**src/rtl/nes_pkg.sv**
```systemverilog
// Shared types and constants for the NES controller poll sequencer.
package nes_pkg;
  localparam int NES_BITS = 8;

  typedef enum logic [2:0] {
    IDLE,
    LATCH,
    GAP,
    CLK_HI,
    CLK_LO,
    DONE
  } state_t;

  localparam int BTN_A      = 0;
  localparam int BTN_B      = 1;
  localparam int BTN_SELECT = 2;
  localparam int BTN_START  = 3;
  localparam int BTN_UP     = 4;
  localparam int BTN_DOWN   = 5;
  localparam int BTN_LEFT   = 6;
  localparam int BTN_RIGHT  = 7;
endpackage

```
**src/rtl/nes_sync2.sv**
```systemverilog
// Two-flop synchronizer; resets to 1, the idle/not-pressed level of the data line.
module nes_sync2 (
  input  logic clk,
  input  logic rst_n,
  input  logic d,
  output logic q
);
  logic meta;

  always_ff @(posedge clk or negedge rst_n) begin
    if (!rst_n) begin
      meta <= 1'b1;
      q    <= 1'b1;
    end else begin
      meta <= d;
      q    <= meta;
    end
  end
endmodule

```
**src/rtl/nes_poll_sequencer.sv**
```systemverilog
// NES controller port sequencer: periodic latch/shift-clock generation,
// serial capture, and publication of the button word with new-press edges.
module nes_poll_sequencer
  import nes_pkg::*;
#(
  parameter int CLK_HZ       = 50_000_000,
  parameter int POLL_HZ      = 60,
  parameter int LATCH_CYC    = 600,
  parameter int HALF_BIT_CYC = 300
) (
  input  logic                CLK,
  input  logic                reset_n,
  input  logic                en,
  input  logic                poll_req,
  input  logic                nes_data,
  output logic                nes_latch,
  output logic                nes_clk,
  output logic [NES_BITS-1:0] buttons,
  output logic [NES_BITS-1:0] pressed,
  output logic                valid,
  output logic                busy
);
  localparam int POLL_CYC = CLK_HZ / POLL_HZ;
  localparam int PH_MAX   = (LATCH_CYC > HALF_BIT_CYC) ? LATCH_CYC : HALF_BIT_CYC;
  localparam int PH_W     = (PH_MAX > 1) ? $clog2(PH_MAX) : 1;
  localparam int PT_W     = (POLL_CYC > 1) ? $clog2(POLL_CYC) : 1;

  localparam logic [PH_W-1:0] LATCH_LAST = PH_W'(LATCH_CYC - 1);
  localparam logic [PH_W-1:0] HALF_LAST  = PH_W'(HALF_BIT_CYC - 1);
  localparam logic [PT_W-1:0] POLL_LAST  = PT_W'(POLL_CYC - 1);

  state_t              state;
  logic [PH_W-1:0]     phase;
  logic [PT_W-1:0]     poll_cnt;
  logic [2:0]          idx;
  logic [NES_BITS-1:0] shift;
  logic [NES_BITS-1:0] shift_nxt;
  logic                data_s;
  logic                tick;
  logic                start;

  nes_sync2 u_sync (
    .clk   (CLK),
    .rst_n (reset_n),
    .d     (nes_data),
    .q     (data_s)
  );

  // Free-running frame timer; frozen while disabled, never touched by poll_req.
  always_ff @(posedge CLK or negedge reset_n) begin
    if (!reset_n) begin
      poll_cnt <= '0;
    end else if (en) begin
      poll_cnt <= (poll_cnt == POLL_LAST) ? '0 : poll_cnt + 1'b1;
    end
  end

  assign tick  = en && (poll_cnt == POLL_LAST);
  assign start = (state == IDLE) && en && (tick || poll_req);

  // Shift word including the bit captured this cycle, so DONE can publish it directly.
  always_comb begin
    shift_nxt      = shift;
    shift_nxt[idx] = data_s;
  end

  always_ff @(posedge CLK or negedge reset_n) begin
    if (!reset_n) begin
      state     <= IDLE;
      phase     <= '0;
      idx       <= '0;
      shift     <= '0;
      nes_latch <= 1'b0;
      nes_clk   <= 1'b0;
      buttons   <= '0;
      pressed   <= '0;
      valid     <= 1'b0;
      busy      <= 1'b0;
    end else begin
      case (state)
        IDLE: begin
          if (start) begin
            state     <= LATCH;
            phase     <= '0;
            nes_latch <= 1'b1;
            busy      <= 1'b1;
          end
        end
        LATCH: begin
          if (phase == LATCH_LAST) begin
            state     <= GAP;
            phase     <= '0;
            nes_latch <= 1'b0;
          end else begin
            phase <= phase + 1'b1;
          end
        end
        GAP: begin
          if (phase == HALF_LAST) begin
            state    <= CLK_HI;
            phase    <= '0;
            nes_clk  <= 1'b1;
            shift[0] <= data_s;
            idx      <= 3'd1;
          end else begin
            phase <= phase + 1'b1;
          end
        end
        CLK_HI: begin
          if (phase == HALF_LAST) begin
            state   <= CLK_LO;
            phase   <= '0;
            nes_clk <= 1'b0;
          end else begin
            phase <= phase + 1'b1;
          end
        end
        CLK_LO: begin
          if (phase == HALF_LAST) begin
            phase <= '0;
            shift <= shift_nxt;
            idx   <= idx + 1'b1;
            // valid/pressed are set on entry so they are visible during DONE itself.
            if (idx == 3'd7) begin
              state   <= DONE;
              buttons <= ~shift_nxt;
              pressed <= ~shift_nxt & ~buttons;
              valid   <= 1'b1;
            end else begin
              state   <= CLK_HI;
              nes_clk <= 1'b1;
            end
          end else begin
            phase <= phase + 1'b1;
          end
        end
        DONE: begin
          state   <= IDLE;
          idx     <= '0;
          valid   <= 1'b0;
          pressed <= '0;
          busy    <= 1'b0;
        end
        default: begin
          state <= IDLE;
        end
      endcase
    end
  end
endmodule

```
**config.mk**
```make
export PLATFORM = sky130hd
export DESIGN_NAME = nes_poll_sequencer
export DESIGN_NICKNAME = d
export VERILOG_FILES = /design/src/rtl/nes_pkg.sv /design/src/rtl/nes_sync2.sv /design/src/rtl/nes_poll_sequencer.sv
export SDC_FILE = /design/constraint.sdc
export NUM_CORES = 1
export LEC_CHECK = 0
export BUFFER_PORTS_ARGS = -buffer_cell sky130_fd_sc_hd__buf_2
export CAP_MARGIN = 20
export CORE_MARGIN = 4
export CORE_UTILIZATION = 23
export CTS_CLUSTER_DIAMETER = 40
export DETAILED_ROUTE_END_ITERATION = 12
export GPL_TIMING_DRIVEN = 0
export PLACE_DENSITY = 0.44
export SKIP_LAST_GASP = 1
export SLEW_MARGIN = 40
export SYNTH_ARGS = -nofsm -noshare
export SYNTH_HDL_FRONTEND = slang
export SYNTH_SLANG_ARGS = --single-unit
export TNS_END_PERCENT = 100
```
**constraint.sdc**
```tcl
create_clock -name CLK -period 2.2 [get_ports CLK]
set_clock_uncertainty 0.1 [all_clocks]
set_input_delay 0.11 -clock CLK [delete_from_list [all_inputs] [get_ports CLK]]
set_output_delay 0.11 -clock CLK [all_outputs]
set_load 0.1 [all_outputs]
```
==> tab_implementation.tex, run 1 <==
\begin{tabular}{lr}
\hline
Metric & Value \\
\hline
\multicolumn{2}{l}{\textbf{Global route}} \\
\quad Total congestion overflow after global routing & 0 \\
\quad Global Route Usage Sum & 10.16\% \\
\quad Maximum number of pins on one net before global-route repair & 48 \\
\quad Antenna violations before repair & 0 \\
\quad First-pass GRT wire length & 13300 um \\
\quad Via count of the first global-routing pass & 2667 \\
\multicolumn{2}{l}{\textbf{Final layout}} \\
\quad Layout cells sized above 1 & 36.62\% \\
\quad Area growth, synth to finish & 40.61\% \\
\quad Number of nets at the end of the flow & 390 \\
\quad Non-Filler Instances & 565 \\
\quad Final core utilization & 33.05\% \\
\quad Top library cells by usage in the layout, fill and taps aside & sky130\_fd\_sc\_hd\_\_dfrtp\_1 (61), sky130\_fd\_sc\_hd\_\_nand2\_1 (26), sky130\_fd\_sc\_hd\_\_buf\_2 (23) \\
\quad Leading cell type in the layout, fill and taps excluded & sky130\_fd\_sc\_hd\_\_dfrtp\_1 \\
\quad Antenna cell count & 0 \\
\multicolumn{2}{l}{\textbf{Detailed routing}} \\
\quad Wire length after detailed routing & 8040 um \\
\quad Final ANT Viol Nets & 0 \\
\quad Number of vias after detailed routing & 2610 \\
\quad Routed wirelength normalized by instance count & 14.23 um \\
\quad Total iterations of the first detailed-routing run & 4 \\
\quad Via-per-instance ratio & 4.619 \\
\quad Number of DRC markers in iteration 0 & 99 \\
\quad Number of design rule violations left after detail routing & 0 \\
\multicolumn{2}{l}{\textbf{Timing}} \\
\quad Aggregate negative setup slack & -1781 ps \\
\quad RSZ-0062 raised after global routing & yes \\
\quad Worst Tran Pin Value & 580.0 ps \\
\quad Setup slack of the critical path after layout & -159.2 ps \\
\quad Final hold violation count & 0 \\
\quad Minimum clock period & 2359 ps \\
\quad Endpoints failing setup & 22 \\
\quad Share of the cycle needed by the critical path after routing & 107.2\% \\
\quad Max transition margin & 61.25\% \\
\quad Peak clock frequency supported by timing & 423.9 MHz \\
\quad Max-slew violation count & 0 \\
\multicolumn{2}{l}{\textbf{CTS}} \\
\quad CTS Root Cell & sky130\_fd\_sc\_hd\_\_clkbuf\_16 \\
\quad Maximum count of clock buffers along a single path & 2 \\
\quad Number of H-tree levels & 3 \\
\quad Clock edge transition at the registers on the reported setup and hold paths & 60 ps \\
\quad CTS buffer count & 9 \\
\quad CTS tree & built \\
\quad Clock network latency to the later pin of the worst-skew pair & 330 ps \\
\quad Clock sink count & 66 \\
\multicolumn{2}{l}{\textbf{Logic synthesis}} \\
\quad Gate Count Post-Synth & 322 \\
\quad Primary flip-flop cell chosen by synthesis mapping & sky130\_fd\_sc\_hd\_\_dfrtp\_1 \\
\quad Share of flip-flops with an asynchronous set or reset & 100.0\% \\
\quad Synth Cell Area & 3263 um2 \\
\quad Number of storage elements in the synthesis netlist & 66 \\
\quad Mean post-synth cell area & 10.13 um2 \\
\quad Synth Warn \# & 0 \\
\quad Net Count, Synth & 332 \\
\quad Register area share after synthesis & 50.69\% \\
\quad Post-synth EDFFs & 0 \\
\quad Number of distinct standard cells referenced by the synthesized netlist & 51 \\
\multicolumn{2}{l}{\textbf{Placement}} \\
\quad Worst setup slack after placement & -604.8 ps \\
\quad Placed Cells incl. Taps & 527 \\
\quad Number of port buffers & 24 \\
\quad Routability-driven placement congestion ratio & 0.7493 \\
\quad Sum of net half-perimeters after detailed placement & 5179 um \\
\multicolumn{2}{l}{\textbf{Worst setup path}} \\
\quad Worst R2R Setup Slack & -160 ps \\
\quad Worst EP required & 2310 ps \\
\quad Setup Crit Path Kind & reg2reg \\
\quad Max stage delay cell, worst path & sky130\_fd\_sc\_hd\_\_or4b\_4 \\
\quad Stage delay of the slowest cell on the critical path & 570 ps \\
\quad Endpoint type of the worst setup path & flip-flop \\
\quad Cell-by-cell listing of the critical path & or4b\_4, or4\_4, nand3\_4, nor2b\_4, buf\_6, nor3\_2, a211o\_1 \\
\quad Sum of buffers and inverters on the critical path & 1 \\
\quad Arrival time at the worst endpoint & 2460 ps \\
\quad Critical path launch point type & flip-flop \\
\quad Gate family responsible for the most delay along the worst path & simple AND/OR/NAND/NOR gates \\
\quad Maximum fanout count along the critical path & 8 \\
\multicolumn{2}{l}{\textbf{Power}} \\
\quad Power dissipated by switching net loads & 0.0006849 W \\
\quad Standby leakage power & 2.088 nW \\
\quad Total power divided by cell area & 692.8 nW/um2 \\
\quad Clk pwr share & 53.5\% \\
\quad Sequential group share of total power & 41.9\% \\
\quad Maximum vdd drop & 0.4079 mV \\
\quad P\_int & 0.002494 W \\
\quad Share of total power consumed by net switching & 21.55\% \\
\quad Logic gate share of total power & 4.6\% \\
\quad Overall power of the completed layout & 0.003179 W \\
\multicolumn{2}{l}{\textbf{Die}} \\
\quad Standard cell core area & 13880 um2 \\
\quad Effective utilization at floorplan & 23.51\% \\
\quad Die Ht & 127.1 um \\
\quad Boundary pin count & 25 \\
\quad Die W & 127.1 um \\
\quad Die outline area & 16160 um2 \\
\quad Cell row count & 43 \\
\multicolumn{2}{l}{\textbf{Flow run}} \\
\quad MaxCap Viol Count & 0 \\
\multicolumn{2}{l}{\textbf{Outcome}} \\
\quad Violated checks & setup timing \\
\quad Run status & finished with violations \\
\multicolumn{2}{l}{\textbf{Hold path}} \\
\quad Type of the worst min-delay path & in2reg \\
\hline
\end{tabular}
worst reg2reg max path: cells and delay by family (launching register included):
kind | cells | cell delay, ps
flip-flops | 1 | 390
AO/OA/AOI/OAI | 1 | 270
AND/OR/NAND/NOR | 5 | 1340
buffers and inverters | 1 | 140
logic make-up after synthesis:
kind of cell             count (synthesis)  synth area share, %
AO/OA/AOI/OAI                           69                13.92
flip-flops                              66                50.69
XOR/XNOR                                15                4.026
multiplexers                            18                6.173
AND/OR/NAND/NOR                        130                20.70
buffers and inverters                   19                2.569
adder cells (fa/ha/maj)                  5                1.917
routing by layer:
layer | up-vias | global-route usage (%) | wire (um)
li1 | 1294 | - | -
met1 | 1275 | 13.70 | 3909
met2 | 30 | 15.85 | 3820
met3 | 11 | 2.508 | 182
met4 | 0 | 3.722 | 128
met5 | - | 0 | 0
through the flow:
step | instance area, um2 | hold WS (ps)
2_1_floorplan | 3281 | -285.6
3_3_place_gp | 3626 | 118.5
3_5_place_dp | 3666 | -124.1
4_1_cts | 4264 | 16.56
5_1_grt | 4588 | 45.10
6_report | 4588 | 30.88
cell usage after synthesis, drive strengths merged, types with 3 or more instances:
| cell type | count | area (um2) |
|---|---|---|
| o221ai | 3 | 26.28 |
| xor2 | 9 | 78.83 |
| dfrtp | 64 | 1602 |
| and3 | 9 | 56.30 |
| nand4 | 8 | 50.05 |
| xnor2 | 6 | 52.55 |
| o2bb2ai | 3 | 26.28 |
| inv | 6 | 22.52 |
| mux2 | 17 | 191.4 |
| ha | 5 | 62.56 |
| buf | 3 | 23.77 |
| nor2 | 20 | 75.07 |
| a22o | 3 | 26.28 |
| nand2 | 40 | 150.1 |
| nor4 | 3 | 33.78 |
| nand3 | 14 | 75.07 |
| o21ai | 29 | 145.1 |
| nor3b | 3 | 22.52 |
| o31ai | 9 | 67.56 |
| nor3 | 13 | 65.06 |
| clkbuf | 10 | 37.54 |
| nand2b | 8 | 50.05 |
| a211o | 4 | 35.03 |
| a21oi | 5 | 25.02 |
registers in the layout (all words and copies together) (netlist names):
register and cells:
buttons 8, phase 10, poll_cnt 20, valid 1, idx 3, u_sync.q 1, u_sync.meta 1, nes_clk 1
shift 8, busy 1, pressed 8, nes_latch 1, state 3
final timing paths:
kind | endpoint | startpoint | cells past startpoint
hold / removal | poll_cnt[4]$_DFFE_PN0P_ | en | 3
min in group asynchronous | pressed[7]$_DFFE_PN0P_ | reset_n | 2
hold reg to reg | u_sync.q$_DFF_PN1_ | u_sync.meta$_DFF_PN1_ | 0
max in group asynchronous | u_sync.q$_DFF_PN1_ | reset_n | 3
setup / recovery | phase[5]$_DFFE_PN0P_ | phase[9]$_DFFE_PN0P_ | 7
setup reg to reg | phase[5]$_DFFE_PN0P_ | phase[9]$_DFFE_PN0P_ | 7
power groups by stage:
stage / sequential, W / clock, W / combinational (W)
final: 0.00133 / 0.00170 / 0.000146
after global routing: 0.00134 / 0.00180 / 0.000168
after CTS: 0.00133 / 0.00173 / 0.000146
after detailed placement: 0.00135 / 0 / 0.000140
after global placement: 0.00135 / 0 / 0.000128
after floorplan: 0.00134 / 0 / 0.0000785
area by class of cell:
class,instances,area (um2)
fill,1410,9293
multi-input combinational,239,1872
sequential,66,1658
timing repair buffer,47,371.6
clock buffer,12,256.5
tap,180,225.2
clock inverter,4,97.59
buffer,11,85.08
inverter,6,22.52
repair_timing:
| action | CTS | global route |
|---|---|---|
| hold buffers | 2 | 0 |
| buffers inserted | 10 | 8 |
| hold endpoints to repair | 65 | 0 |
| gates cloned | 1 | 3 |
| pin swaps | 10 | 16 |
| setup endpoints to repair | 46 | 42 |
| gates resized for setup | 28 | 64 |
(Power assumes the default switching activity.)
==> run 2: changes to the inputs <==
--- a/config.mk
+++ b/config.mk
@@ -17,5 +17,5 @@
 export SLEW_MARGIN = 40
 export SYNTH_ARGS = -nofsm -noshare
 export SYNTH_HDL_FRONTEND = slang
+export SYNTH_HIERARCHICAL = 1
 export SYNTH_SLANG_ARGS = --single-unit
-export TNS_END_PERCENT = 100
==> run 2 against run 1 <==
- the flow now finishes without violations
- register-to-register slack gained 200 ps
- sequential cell count stayed put
- area after synthesis rose by 4.6%
- final area shrank 8.9%
- total power fell by 9.0%
- highest routed layer unchanged
==> tab_implementation.tex, run 2 <==
\begin{tabular}{lr}
\hline
Metric & Value \\
\hline
\multicolumn{2}{l}{\textbf{Placement}} \\
\quad Placed Cells incl. Taps & 556 \\
\quad Number of port buffers & 24 \\
\quad Worst setup slack after placement & -87.91 ps \\
\quad Sum of net half-perimeters after detailed placement & 5443 um \\
\quad Routability-driven placement congestion ratio & 0.7410 \\
\multicolumn{2}{l}{\textbf{Worst setup path}} \\
\quad Worst EP required & 2310 ps \\
\quad Stage delay of the slowest cell on the critical path & 460 ps \\
\quad Arrival time at the worst endpoint & 2270 ps \\
\quad Worst R2R Setup Slack & 40 ps \\
\quad Endpoint type of the worst setup path & flip-flop \\
\quad Reg2Reg Capture Point & nes\_latch\$\_DFFE\_PN0P\_ \\
\quad Maximum fanout count along the critical path & 4 \\
\quad Cell-by-cell listing of the critical path & inv\_1, ha\_2, nand4b\_1, or4\_4, o21ai\_4, nand3\_1, mux2\_1 \\
\quad Max stage delay cell, worst path & sky130\_fd\_sc\_hd\_\_or4\_4 \\
\quad Crit path launch & poll\_cnt[1]\$\_DFFE\_PN0P\_ \\
\quad Gate family responsible for the most delay along the worst path & simple AND/OR/NAND/NOR gates \\
\quad Worst flop-to-flop path startpoint & poll\_cnt[1]\$\_DFFE\_PN0P\_ \\
\quad Setup Crit Path Kind & reg2reg \\
\quad Depth of the worst register-to-register path & 7 \\
\quad Critical path launch point type & flip-flop \\
\quad Sum of buffers and inverters on the critical path & 1 \\
\multicolumn{2}{l}{\textbf{Detailed routing}} \\
\quad Number of vias after detailed routing & 2659 \\
\quad Final ANT Viol Nets & 0 \\
\quad Number of design rule violations left after detail routing & 0 \\
\quad Routed wirelength normalized by instance count & 13.50 um \\
\quad Number of DRC markers in iteration 0 & 139 \\
\quad Total iterations of the first detailed-routing run & 4 \\
\quad Wire length after detailed routing & 7790 um \\
\quad Via-per-instance ratio & 4.608 \\
\multicolumn{2}{l}{\textbf{Timing}} \\
\quad Share of the cycle needed by the critical path after routing & 98.02\% \\
\quad Worst Tran Pin Value & 498.9 ps \\
\quad Final hold violation count & 0 \\
\quad Max transition margin & 66.97\% \\
\quad Aggregate negative setup slack & 0 ps \\
\quad Setup slack of the critical path after layout & 43.59 ps \\
\quad Minimum clock period & 2156 ps \\
\quad Peak clock frequency supported by timing & 463.7 MHz \\
\quad Endpoints failing setup & 0 \\
\quad Final hold slack & 98.09 ps \\
\quad RSZ-0062 raised after global routing & yes \\
\quad Max-slew violation count & 0 \\
\multicolumn{2}{l}{\textbf{CTS}} \\
\quad Number of H-tree levels & 3 \\
\quad Maximum count of clock buffers along a single path & 2 \\
\quad Clock edge transition at the registers on the reported setup and hold paths & 60 ps \\
\quad CTS Root Cell & sky130\_fd\_sc\_hd\_\_clkbuf\_16 \\
\quad CTS tree & built \\
\quad Clock network latency to the later pin of the worst-skew pair & 330 ps \\
\quad CTS buffer count & 9 \\
\quad Clock sink count & 66 \\
\multicolumn{2}{l}{\textbf{Die}} \\
\quad Die W & 129.8 um \\
\quad Cell row count & 44 \\
\quad Die Ht & 129.8 um \\
\quad Boundary pin count & 25 \\
\quad Die outline area & 16850 um2 \\
\quad Effective utilization at floorplan & 23.48\% \\
\quad Standard cell core area & 14530 um2 \\
\multicolumn{2}{l}{\textbf{Final layout}} \\
\quad Area growth, synth to finish & 22.55\% \\
\quad Registers with the most flip-flops & poll\_cnt x20, phase x10 \\
\quad Layout cells sized above 1 & 19.34\% \\
\quad Final core utilization & 28.77\% \\
\quad Antenna cell count & 0 \\
\quad Filler instances & 1541 \\
\quad Leading cell type in the layout, fill and taps excluded & sky130\_fd\_sc\_hd\_\_dfrtp\_1 \\
\quad Non-Filler Instances & 577 \\
\quad Number of nets at the end of the flow & 398 \\
\quad Top library cells by usage in the layout, fill and taps aside & sky130\_fd\_sc\_hd\_\_dfrtp\_1 (63), sky130\_fd\_sc\_hd\_\_o21ai\_0 (40), sky130\_fd\_sc\_hd\_\_nor2\_1 (28) \\
\quad Top register by number of flip-flops & poll\_cnt \\
\quad Flip-flop count of the largest register, all copies and words added & 20 \\
\multicolumn{2}{l}{\textbf{Logic synthesis}} \\
\quad Area leader, netlist & sky130\_fd\_sc\_hd\_\_dfrtp\_1 \\
\quad Leading cell types by total area after synthesis & sky130\_fd\_sc\_hd\_\_dfrtp\_1 (47\%), sky130\_fd\_sc\_hd\_\_o21ai\_0 (5.9\%), sky130\_fd\_sc\_hd\_\_xnor2\_1 (3.9\%) \\
\quad Primary flip-flop cell chosen by synthesis mapping & sky130\_fd\_sc\_hd\_\_dfrtp\_1 \\
\quad Synth Warn \# & 6 \\
\quad Net Count, Synth & 357 \\
\quad Post-synth EDFFs & 0 \\
\quad Number of storage elements in the synthesis netlist & 66 \\
\quad Leading cell type by number of instances after synthesis & sky130\_fd\_sc\_hd\_\_dfrtp\_1 \\
\quad Number of distinct standard cells referenced by the synthesized netlist & 54 \\
\quad Gate Count Post-Synth & 347 \\
\quad Synth Cell Area & 3412 um2 \\
\quad Share of Yosys cell area claimed by the top area cell type & 46.94\% \\
\quad Share of flip-flops with an asynchronous set or reset & 100.0\% \\
\quad Ranking of synthesized cells by instance count & sky130\_fd\_sc\_hd\_\_dfrtp\_1 (64), sky130\_fd\_sc\_hd\_\_o21ai\_0 (40), sky130\_fd\_sc\_hd\_\_nor2\_1 (28) \\
\quad Register area share after synthesis & 48.48\% \\
\quad Mean post-synth cell area & 9.833 um2 \\
\multicolumn{2}{l}{\textbf{Global route}} \\
\quad Global Route Usage Sum & 9.983\% \\
\quad Via count of the first global-routing pass & 2599 \\
\quad Maximum number of pins on one net before global-route repair & 46 \\
\quad Antenna violations before repair & 0 \\
\quad Total congestion overflow after global routing & 0 \\
\quad First-pass GRT wire length & 13310 um \\
\multicolumn{2}{l}{\textbf{Flow run}} \\
\quad MaxCap Viol Count & 0 \\
\multicolumn{2}{l}{\textbf{Power}} \\
\quad Standby leakage power & 1.931 nW \\
\quad Logic gate share of total power & 5.8\% \\
\quad P\_int & 0.002217 W \\
\quad Power dissipated by switching net loads & 0.0006762 W \\
\quad Maximum vdd drop & 0.4062 mV \\
\quad Sequential group share of total power & 45.7\% \\
\quad Share of total power consumed by net switching & 23.37\% \\
\quad Total power divided by cell area & 691.9 nW/um2 \\
\quad Clk pwr share & 48.5\% \\
\multicolumn{2}{l}{\textbf{Hold path}} \\
\quad Type of the worst min-delay path & in2async \\
\multicolumn{2}{l}{\textbf{Outcome}} \\
\quad Run status & finished clean \\
\hline
\end{tabular}
-- run 2: cell count changes after synthesis, sizes merged, moves of 5 or more --
cell | previous run | this run
nand2 | 40 | 27
o21ai | 29 | 42
xnor2 | 6 | 15
mux2i | 1 | 9
nand2b | 8 | 16
nor2 | 20 | 28
o31ai | 9 | 1
mux2 | 17 | 10
xor2 | 9 | 2
clkbuf | 10 | 15
-- run 2: worst max path at each step --
stage | depth (start not counted) | to
after floorplan | 7 | buttons[6]$_DFFE_PN0P_
after global placement | 7 | buttons[6]$_DFFE_PN0P_
after detailed placement | 7 | buttons[6]$_DFFE_PN0P_
after CTS | 7 | buttons[6]$_DFFE_PN0P_
after global routing | 7 | nes_latch$_DFFE_PN0P_
final | 7 | nes_latch$_DFFE_PN0P_
-- run 2: what timing repair did --
| item | 4_1_cts | 5_1_grt |
|---|---|---|
| pin swaps | 1 | 5 |
| gates resized for setup | 6 | 7 |
| buffers inserted | 0 | 4 |
| hold buffers | 2 | 0 |
| setup endpoints to repair | 21 | 31 |
| endpoints found under the hold margin | 65 | 0 |
-- run 2: power by group through the flow --
stage | Sequential, W | Clock (W) | Combinational, W
after global routing | 0.00133 | 0.00151 | 0.000188
after CTS | 0.00132 | 0.00146 | 0.000159
final | 0.00132 | 0.00140 | 0.000167
after detailed placement | 0.00134 | 0 | 0.000154
after floorplan | 0.00133 | 0 | 0.0000932
after global placement | 0.00134 | 0 | 0.000142
-- run 2: kinds of logic after synthesis --
| logic type | after synthesis | share of synthesized area (%) |
|---|---|---|
| adders and majority gates | 5 | 1.834 |
| muxes | 19 | 5.941 |
| buffers and inverters | 28 | 3.410 |
| and+or+nand+nor | 139 | 22.96 |
| AOI/OAI and AO/OA | 73 | 13.02 |
| DFF | 66 | 48.48 |
| xor gates and xnor gates | 17 | 4.364 |
-- run 2: layer usage --
metal / global-route usage (%) / routed length [um] / up-vias / share of wire [%]
li1: - / - / 1323 / -
met1: 13.32 / 3786 / 1290 / 49
met2: 15.29 / 3621 / 36 / 46
met3: 2.415 / 215 / 10 / 2.8
met4: 4.645 / 167 / 0 / 2.1
met5: 0 / 0 / - / 0
-- run 2: through the flow --
step	power, W	cell area, um2
floorplan	0.001421	3412
CTS	0.002937	4125
detailed placement	0.001496	3796
global placement	0.001485	3762
global route	0.003032	4182
finish	0.002893	4182
-- run 2: final cells by class --
cell class / count / area [um2] / share of cell area, %
buffer: 18 / 82.58 / 1.975
clock buffer: 11 / 232.7 / 5.566
clock inverter: 5 / 55.05 / 1.317
inverter: 9 / 33.78 / 0.8079
multi-input combinational: 253 / 1688 / 40.37
sequential: 66 / 1655 / 39.59
tap: 184 / 230.2 / 5.506
timing repair buffer: 31 / 203.9 / 4.877
-- run 2: worst register-to-register path, cell delays in order (launching register included) --
cell,delay [ps]
sky130_fd_sc_hd__dfrtp_1,400
sky130_fd_sc_hd__inv_1,80
sky130_fd_sc_hd__ha_2,190
sky130_fd_sc_hd__nand4b_1,90
sky130_fd_sc_hd__or4_4,460
sky130_fd_sc_hd__o21ai_4,220
sky130_fd_sc_hd__nand3_1,150
sky130_fd_sc_hd__mux2_1,340
==> run 3: changes to the inputs <==
--- a/config.mk
+++ b/config.mk
@@ -8,11 +8,12 @@
 export BUFFER_PORTS_ARGS = -buffer_cell sky130_fd_sc_hd__buf_2
 export CAP_MARGIN = 20
 export CORE_MARGIN = 4
-export CORE_UTILIZATION = 23
+export CORE_UTILIZATION = 52
 export CTS_CLUSTER_DIAMETER = 40
+export CTS_CLUSTER_SIZE = 16
 export DETAILED_ROUTE_END_ITERATION = 12
 export GPL_TIMING_DRIVEN = 0
-export PLACE_DENSITY = 0.44
+export PLACE_DENSITY = 0.78
 export SKIP_LAST_GASP = 1
 export SLEW_MARGIN = 40
 export SYNTH_ARGS = -nofsm -noshare
==> run 3 against run 2 <==
- worst setup slack improved by 18 ps
- core utilization grew 34 points
- final area shrank 4.1%
- via count rose by 1.4%
==> tab_implementation.tex, run 3 (same netlist as run 2, synthesis figures left out) <==
\begin{tabular}{lr}
\hline
Metric & Value \\
\hline
\multicolumn{2}{l}{\textbf{Outcome}} \\
\quad Run status & finished clean \\
\multicolumn{2}{l}{\textbf{Die}} \\
\quad Boundary pin count & 25 \\
\quad Standard cell core area & 6350 um2 \\
\quad Die W & 89.01 um \\
\quad Cell row count & 29 \\
\quad Effective utilization at floorplan & 53.73\% \\
\quad Die Ht & 89.01 um \\
\quad Die outline area & 7922 um2 \\
\multicolumn{2}{l}{\textbf{Final layout}} \\
\quad Registers with the most flip-flops & poll\_cnt x20, phase x10 \\
\quad Flip-flop count of the largest register, all copies and words added & 20 \\
\quad Layout cells sized above 1 & 20.45\% \\
\quad Area of all placed cells without fillers & 4010 um2 \\
\quad Number of nets at the end of the flow & 401 \\
\quad Antenna cell count & 0 \\
\quad Filler instances & 493 \\
\quad Top register by number of flip-flops & poll\_cnt \\
\quad Area occupied by multi-input gates & 1703 um2 \\
\quad Area growth, synth to finish & 17.53\% \\
\quad Top library cells by usage in the layout, fill and taps aside & sky130\_fd\_sc\_hd\_\_dfrtp\_1 (62), sky130\_fd\_sc\_hd\_\_o21ai\_0 (40), sky130\_fd\_sc\_hd\_\_nor2\_1 (28) \\
\quad Leading cell type in the layout, fill and taps excluded & sky130\_fd\_sc\_hd\_\_dfrtp\_1 \\
\quad Footprint of the flip-flops and latches & 1657 um2 \\
\multicolumn{2}{l}{\textbf{Hold path}} \\
\quad Type of the worst min-delay path & in2async \\
\multicolumn{2}{l}{\textbf{Global route}} \\
\quad Via count of the first global-routing pass & 2538 \\
\quad First-pass GRT wire length & 11940 um \\
\quad Maximum number of pins on one net before global-route repair & 45 \\
\quad Antenna violations before repair & 0 \\
\quad Global Route Usage Sum & 19.47\% \\
\quad Total congestion overflow after global routing & 0 \\
\multicolumn{2}{l}{\textbf{Detailed routing}} \\
\quad Total iterations of the first detailed-routing run & 5 \\
\quad Via-per-instance ratio & 5.702 \\
\quad Number of design rule violations left after detail routing & 0 \\
\quad Routed wirelength normalized by instance count & 15.09 um \\
\quad Wire length after detailed routing & 7139 um \\
\quad Number of vias after detailed routing & 2697 \\
\quad Number of DRC markers in iteration 0 & 94 \\
\quad Final ANT Viol Nets & 0 \\
\multicolumn{2}{l}{\textbf{Worst setup path}} \\
\quad Worst EP required & 2330 ps \\
\quad Maximum fanout count along the critical path & 4 \\
\quad Arrival time at the worst endpoint & 2270 ps \\
\quad Endpoint type of the worst setup path & flip-flop \\
\quad Critical path launch point type & flip-flop \\
\quad Setup Crit Path Kind & reg2reg \\
\multicolumn{2}{l}{\textbf{Timing}} \\
\quad Share of the cycle needed by the critical path after routing & 97.19\% \\
\quad Endpoints failing setup & 0 \\
\quad Max transition margin & 67.18\% \\
\quad Peak clock frequency supported by timing & 467.7 MHz \\
\quad Final hold violation count & 0 \\
\quad Max-slew violation count & 0 \\
\quad Worst Tran Pin Value & 492.2 ps \\
\quad Minimum clock period & 2138 ps \\
\quad Final hold slack & 91.56 ps \\
\multicolumn{2}{l}{\textbf{CTS}} \\
\quad Maximum count of clock buffers along a single path & 2 \\
\quad Number of H-tree levels & 3 \\
\quad Clock edge transition at the registers on the reported setup and hold paths & 80 ps \\
\quad CTS buffer count & 9 \\
\quad Clock sink count & 66 \\
\quad CTS Root Cell & sky130\_fd\_sc\_hd\_\_clkbuf\_8 \\
\quad Clock network latency to the later pin of the worst-skew pair & 350 ps \\
\quad CTS tree & built \\
\multicolumn{2}{l}{\textbf{Flow run}} \\
\quad MaxCap Viol Count & 0 \\
\multicolumn{2}{l}{\textbf{Power}} \\
\quad Maximum vdd drop & 0.4748 mV \\
\quad Total power divided by cell area & 663.4 nW/um2 \\
\quad Standby leakage power & 1.910 nW \\
\multicolumn{2}{l}{\textbf{Placement}} \\
\quad Sum of net half-perimeters after detailed placement & 4796 um \\
\quad Routability-driven placement congestion ratio & 0.8504 \\
\quad Placement Cell Area & 3651 um2 \\
\quad Number of port buffers & 24 \\
\hline
\end{tabular}
==> run 3: stage by stage <==
| step | setup TNS (ps) | setup WS, ps | total power (W) | utilization, % | cells |
|---|---|---|---|---|---|
| 6_report | 0 | 61.74 | 0.002660 | 63.15 | 473 |
| 5_1_grt | -2.292 | -2.292 | 0.002773 | 63.15 | 473 |
| 2_1_floorplan | 0 | 175.5 | 0.001421 | - | 347 |
| 3_5_place_dp | -100.3 | -54.32 | 0.001489 | 57.50 | 449 |
| 3_3_place_gp | -433.3 | -55.26 | 0.001476 | 57.14 | 448 |
| 4_1_cts | 0 | 3.951 | 0.002645 | 61.73 | 467 |
==> run 3: path summary, 6_finish.rpt <==
kind                            slack, ps                     to  cells after the start                    start
worst max-delay path                   60  nes_latch$_DFFE_PN0P_                      7  poll_cnt[1]$_DFFE_PN0P_
min in group CLK                      160   state[0]$_DFFE_PN0P_                      5                 poll_req
worst min register to register        270     u_sync/q$_DFF_PN1_                      0    u_sync/meta$_DFF_PN1_
worst max register to register         60  nes_latch$_DFFE_PN0P_                      7  poll_cnt[1]$_DFFE_PN0P_
max in group asynchronous            1310     u_sync/q$_DFF_PN1_                      3                  reset_n
worst min-delay path                   90   phase[4]$_DFFE_PN0P_                      2                  reset_n
==> run 3: worst max-delay path, cell delays in order, from the launching register on <==
cell and delay [ps]:
sky130_fd_sc_hd__dfrtp_1 430, sky130_fd_sc_hd__inv_2 90, sky130_fd_sc_hd__ha_4 130, sky130_fd_sc_hd__nand4b_1 90
sky130_fd_sc_hd__or4_4 470, sky130_fd_sc_hd__o21ai_4 220, sky130_fd_sc_hd__nand3_1 160, sky130_fd_sc_hd__mux2_1 340
==> run 3: cell type report <==
class / count / area share [%]
multi-input combinational: 253 / 42.46
sequential: 66 / 41.31
timing repair buffer: 34 / 5.367
clock buffer: 10 / 3.432
tap: 77 / 2.402
clock inverter: 6 / 2.246
buffer: 18 / 1.934
inverter: 9 / 0.8424
==> run 3: report_power, final <==
| group | leakage (nW) | switching [W] | total (W) | internal [W] |
|---|---|---|---|---|
| Sequential | 0.851 | 0.0000576 | 0.00132 | 0.00126 |
| Combinational | 0.947 | 0.0000939 | 0.000190 | 0.0000962 |
| Clock | 0.112 | 0.000482 | 0.00115 | 0.000670 |
| Total | 1.91 | 0.000634 | 0.00266 | 0.00203 |
==> run 3: what timing repair did <==
item,4_1_cts,5_1_grt
setup buffers,1,6
gates resized for setup,4,11
pin swaps,1,5
hold buffers,2,0
setup endpoints to repair,18,23
cloned,0,0
endpoints found under the hold margin,65,0
==> run 3: metal layers <==
metal | part of all wire, % | global-route usage [%]
met5 | 0 | 0
met4 | 1.1 | 5.954
met1 | 47 | 25.96
met2 | 49 | 30.84
met3 | 2.9 | 5.806
